==> src/rtl/seq_mult32.sv <==
// seq_mult32: iterative unsigned shift-and-add multiplier.
// Retires one multiplier bit per clock through a (WIDTH+1)-bit add/shift
// datapath; start/busy/done handshake; result held until the next start.
module seq_mult32 #(
  parameter int WIDTH = 32,
  parameter int CNT_W = 6
) (
  input  logic                 clk,
  input  logic                 rst,
  input  logic                 start,
  input  logic [WIDTH-1:0]     a,
  input  logic [WIDTH-1:0]     b,
  output logic                 busy,
  output logic                 done,
  output logic [2*WIDTH-1:0]   product,
  output logic                 ovf
);

  typedef enum logic [1:0] {IDLE, RUN, DONE} state_t;

  localparam logic [CNT_W-1:0] LAST_CNT = CNT_W'(WIDTH - 1);

  state_t                state;
  state_t                state_nxt;
  logic [WIDTH-1:0]      mcand;
  logic [WIDTH-1:0]      mq;
  logic [WIDTH:0]        acc;
  logic [WIDTH:0]        sum;
  logic [2*WIDTH-1:0]    shifted;
  logic [CNT_W-1:0]      cnt;
  logic                  last;
  logic                  accept;

  // Partial-product add and the combined right-shifted {sum, mq} view.
  // acc[WIDTH] is always 0 after a shift, so adding the full acc is the
  // same as zero-extending its low WIDTH bits.
  always_comb begin
    sum     = acc + (mq[0] ? {1'b0, mcand} : '0);
    shifted = {sum, mq[WIDTH-1:1]};
    last    = (cnt == LAST_CNT);
    accept  = start && (state != RUN);
  end

  // State register.
  always_ff @(posedge clk or posedge rst) begin
    if (rst) state <= IDLE;
    else     state <= state_nxt;
  end

  // Next-state logic: start accepted in IDLE or DONE, ignored in RUN.
  always_comb begin
    state_nxt = state;
    unique case (state)
      IDLE:    if (start) state_nxt = RUN;
      RUN:     if (last)  state_nxt = DONE;
      DONE:    state_nxt = start ? RUN : IDLE;
      default: state_nxt = IDLE;
    endcase
  end

  // Handshake outputs decoded from state.
  always_comb begin
    busy = (state == RUN);
    done = (state == DONE);
  end

  // Operand capture, add/shift iterations and result registers.
  always_ff @(posedge clk or posedge rst) begin
    if (rst) begin
      mcand   <= '0;
      mq      <= '0;
      acc     <= '0;
      cnt     <= '0;
      product <= '0;
      ovf     <= 1'b0;
    end else if (accept) begin
      mcand <= a;
      mq    <= b;
      acc   <= '0;
      cnt   <= '0;
    end else if (state == RUN) begin
      {acc, mq} <= {1'b0, sum, mq[WIDTH-1:1]};
      cnt       <= cnt + 1'b1;
      if (last) begin
        product <= shifted;
        ovf     <= |shifted[2*WIDTH-1:WIDTH];
      end
    end
  end

endmodule
==> config.mk <==
export PLATFORM = sky130hd
export DESIGN_NAME = seq_mult32
export DESIGN_NICKNAME = d
export VERILOG_FILES = /design/src/rtl/seq_mult32.sv
export SDC_FILE = /design/constraint.sdc
export NUM_CORES = 1
export LEC_CHECK = 0
export ABC_AREA = 0
export BUFFER_PORTS_ARGS = -buffer_cell sky130_fd_sc_hd__buf_2
export CAP_MARGIN = 25
export CELL_PAD_IN_SITES_DETAIL_PLACEMENT = 2
export CELL_PAD_IN_SITES_GLOBAL_PLACEMENT = 2
export CORE_MARGIN = 3
export CORE_UTILIZATION = 25
export DETAILED_ROUTE_END_ITERATION = 7
export GPL_ROUTABILITY_DRIVEN = 0
export PLACE_DENSITY = 0.72
export SLEW_MARGIN = 25
export SYNTH_ARGS = -nofsm -noshare
export SYNTH_HDL_FRONTEND = slang
export SYNTH_SLANG_ARGS = --single-unit
==> constraint.sdc <==
create_clock -name clk -period 5 [get_ports clk]
set_input_delay 0.5 -clock clk [delete_from_list [all_inputs] [get_ports clk]]
set_output_delay 0.5 -clock clk [all_outputs]
set_load 0.02 [all_outputs]
=== Word level (Yosys, flattened, before mapping) ===
Index checks and enable logic that the tools add are counted.

* Bitwise operators: 1
* Eq/ne operators: 6
* Muxes and demuxes: 11
* Reduce and logical (&&, ||, !) cells: 6
* Add/subtract/negate cells: 2

{| class="wikitable"
|+ Operators with widths
! kind !! number
|-
| $mux W32 || 3
|-
| $mux W33 || 2
|-
| $add A33 B32 Y33 || 1
|-
| $reduce_or A32 Y1 || 1
|-
| $mux W6 || 2
|-
| $add A6 B1 Y6 const B || 1
|-
| $eq A6 B5 Y1 const B || 1
|-
| $pmux W2 S3 || 1
|-
| $mux W2 || 2
|-
| $ne A2 B1 Y1 const B || 2
|-
| $reduce_and A3 Y1 || 1
|-
| $eq A2 B1 Y1 const B || 1
|-
| $eq A2 B2 Y1 const B || 1
|-
| $logic_not A2 Y1 || 1
|-
| $ne A2 B2 Y1 const B || 1
|-
| $reduce_and A2 Y1 || 1
|-
| $reduce_bool A2 Y1 || 1
|-
| $logic_and A1 B1 Y1 || 1
|-
| $mux W1 || 1
|-
| $not A1 Y1 || 1
|}

* Bits of input ports: 67
* Word-level logic and storage cells: 33
* Register bits: 170

=== Depth between registers and ports, before layout ===
* Depth after elaboration: 4
* Depth in mapped cells: 13

=== Least setup slack after synthesis ===
OpenSTA, ideal clock, no wires.

* Kind: register to register
* From: register mq[0]
* To: register ovf
* Period minus slack after synthesis: 3.209 ns
* Path buffers: 0
* Required time: 4.877 ns
* Setup time: 0.123 ns
* Path slack: 1.791 ns
* Arrival time: 3.085 ns
* Stages on the path, launching flop included: 13
* Cell sequence: dfrtp_1 and2_1 ha_1 fa_1 a211oi_2 nor2_1 o211ai_1 a21oi_2 o41ai_1 o221ai_1 or4_1 nor4_2 nor2_1

* Word-level cells in the longest chain between the ends: 3

{| class="wikitable"
|+ RTL lines
! element !! line !! source
|-
| from (decl) || 26 || <nowiki>logic [WIDTH-1:0] mq;</nowiki>
|-
| from (signal assigned) || 82 || <nowiki>{acc, mq} <= {1'b0, sum, mq[WIDTH-1:1]};</nowiki>
|-
| $mux W32 || 38 || <nowiki>sum = acc + (mq[0] ? {1'b0, mcand} : '0);</nowiki>
|-
| $add A33 B32 Y33 || 38 ||
|-
| $reduce_or A32 Y1 || 86 || <nowiki>ovf <= |shifted[2*WIDTH-1:WIDTH];</nowiki>
|-
| to (signal assigned) || 86 ||
|-
| to (decl) || 16 || <nowiki>output logic ovf</nowiki>
|}

No other way between the ends.
A chain may end at the register's enable or synchronous reset.

=== Final worst setup path ===
Same ends and word-level chain as after synthesis.

==> qor.yml <==
logic_synthesis:
  synth_seq_cells: 169
  syn-cell-area_mm2: 0.00924
  syn_area_per_cell_um2: 9.25
  synth.distinct_cells: 74
  ys.flop_type: "dfrtp_1"
  seq_area_frac_synth_pct: 45.8
  synth_top_cell_by_area: "dfrtp_1"
  synthArstFlopShare_pct: 100
  synth-edff-count: 0
  synth_most_common_cell: "nand2_1"
  synth_top_cell_area_share_pct: 45.8
  netlist_top_cells_count: "217 x nand2_1, 169 x dfrtp_1, 111 x o21ai_0, 45 x clkbuf_1, 36 x a21oi_1"
  synth_nets: 1099
  netlist_instances: 998
  synthTopCellsByArea: "dfrtp_1 46%, nand2_1 8.8%, o21ai_0 6.0%, ha_1 4.5%, mux2_2 4.0%"
  ys.warnings.count: 0
sta:
  relSlewSlack_pct: 42.8
  grt_setup_unrepaired: "false"
  fin_worst_skew_ns: 0.0156
  fin_crit_ns: 4.13
  final_max_slew_viol_count: 0
  maxClockFrequency_ghz: 0.242
  post-route-period-util_pct: 82.5
  finalSetupTns_ns: 0
  hold_viol_final: 0
  setup_violations: 0
  worst_pin_slew_ns: 0.858
worst_setup_path:
  ff2ff_path_depth: 12
  rr_startpoint: "mq[0]"
  path_cells: "and2_1 > ha_1 > fa_1 > a211oi_2 > o21bai_1 > a31oi_2 > xor2_1 > nand4b_1 > nor4b_1 > nand4_1 > nor4_2 > nor2_1"
  slowest_stage: "dfrtp_1"
  worstSetupPathType: "reg2reg"
  crit_buf_inv: 0
  slowest_delay_ns: 0.60
  reg2reg_to: "ovf"
  rrSetupSlack_ns: 0.87
  worstPathMaxFanout: 18
  cp.required_ns: 5.34
  arrival_ns: 4.46
  cp-start-kind: "flop"
  cp-end-kind: "flop"
  cp_top_family: "simple AND/OR/NAND/NOR gates"
layout:
  layout-drive-gt1-share_pct: 21.0
  areaGrowthSynthToFinish_pct: 18.2
  fin_cells: 1573
  fillCellCount: 4035
  nets: 1200
  final_area_mm2: 0.0109
  diodes: 0
  utilization_pct: 30.3
power_and_ir_drop:
  power.density_mw_per_mm2: 664
  leakage_nw: 5.26
  power.total_mw: 7.25
  ir_drop_uv: 231
floorplanning:
  placementRows: 69
  die_height_um: 198
  coreArea_mm2: 0.0360
  dieArea_mm2: 0.0393
  ioPinCount: 134
  die_x_um: 198
  initial_core_util_pct: 25.7
grt:
  grt_pass1_vias: 8581
  overflow: 0
  antenna_found_initial: 7
  grt_first_pass_wirelength_um: 47300
  grtUsageTotal_pct: 15.2
  grt_max_degree: 95
place:
  io_buffer_count: 133
  dp_cells: 1540
  placed_area_mm2: 0.0103
  hpwl_um: 20800
clocking:
  clk_latency_ns: 0.45
  cts.sinks: 169
  h-tree-depth: 4
  cts.clk_slew.worst_paths_ns: 0.08
  cts_made_buffers: 17
  clock_path_buffers: 2
  cts_tree: "yes"
  cts-root-buf: "clkbuf_16"
worst_hold_path:
  whs_path_depth: 2
  hold_end: "mcand[1]"
  min-delay-path-class: "in2reg"
  hp-start: "a[1]"
drt:
  wl_per_cell_um: 18.5
  drt-pass1-iter-count: 4
  via_count: 7746
  drc: 0
  drtIter0Drc: 270
  detail-route-antenna-nets: 0
  via_per_inst: 4.92
  routed_wl_um: 29100
job:
  cap_viol_max_count: 0
run_status:
  status: "completed"
[how the worst max path moves through the flow]
stage                from   to  depth (start not counted)  slack, ns
detailed placement  mq[0]  ovf                         12       0.83
finish              mq[0]  ovf                         12       0.87
global route        mq[0]  ovf                         12       0.60
floorplan           mq[0]  ovf                         12       1.79
global placement    mq[0]  ovf                         12       0.99
CTS                 mq[0]  ovf                         12       0.79
[power by group]
group	total [mW]	switching, mW	leakage, nW	internal [mW]
registers	2.41	0.419	2.16	1.99
logic	3.52	2.25	2.81	1.27
clock network	1.32	0.654	0.281	0.668
[sequential cells by signal, indices dropped and copies added (netlist names)]
name	count
acc	32
mcand	32
state	2
cnt	6
mq	32
ovf	1
product	64
[timing repair]
action / CTS / global route
gates resized for setup: 0 / 0
endpoints found under the setup margin: 0 / 0
endpoints found under the hold margin: 1 / 0
buffers inserted: 0 / 0
hold buffers: 1 / 0
[cell families (layout without fill, tap and decap cells)]
kind of cell | after synthesis | count (layout) | synth area share, %
simple gates | 397 | 397 | 20.5
xor+xnor | 15 | 15 | 1.42
compound gates | 238 | 238 | 16.4
mux | 68 | 68 | 7.82
fa+ha+maj | 34 | 34 | 4.69
buf+inv | 77 | 191 | 3.32
flops | 169 | 169 | 45.8
[final cells by class]
class	instances	area [um2]	share of cell area, %
Clock buffer	18	429	3.93
Timing Repair Buffer	143	747	6.85
Clock inverter	14	151	1.39
Inverter	16	63.8	0.585
Sequential cell	169	4230	38.8
Tap cell	461	577	5.29
Multi-Input combinational cell	752	4710	43.2
[layer usage]
metal  GRT usage, %  up-vias  routed length (um)
met2           25.3      123               13900
met3           4.68       29                1520
li1               -     3687                   -
met1           19.0     3895               13200
met4           4.17       12                 399
met5              0        -                  76
[through the flow]
step / hold WS [ns] / worst slack, ns
3_3_place_gp: 0.382 / 0.995
6_report: 0.283 / 0.874
3_5_place_dp: 0.383 / 0.834
4_1_cts: 0.245 / 0.790
2_1_floorplan: 0.456 / 1.79
5_1_grt: 0.253 / 0.604
[layout by cell type (no fill, tap or decap), types with 3 or more instances in the layout]
cell	count
a211oi_1	10
a21o_1	14
a21oi_1	36
a21oi_2	5
and2_1	33
and3_1	5
buf_2	133
buf_4	8
clkbuf_16	17
clkinv_8	3
dfrtp_1	169
ha_1	33
inv_1	12
inv_2	3
inv_6	5
inv_8	3
mux2_2	33
mux2i_1	35
nand2_1	217
nand3_1	17
nand3b_1	35
nand4_1	12
nor2_1	35
nor2b_1	5
nor3_1	16
nor4_1	3
o211ai_1	4
o21a_1	3
o21ai_0	111
o21ai_1	13
o21bai_1	4
or2_2	4
xnor2_1	6
xor2_1	9
Note: power is estimated with default switching activity, not from simulation.
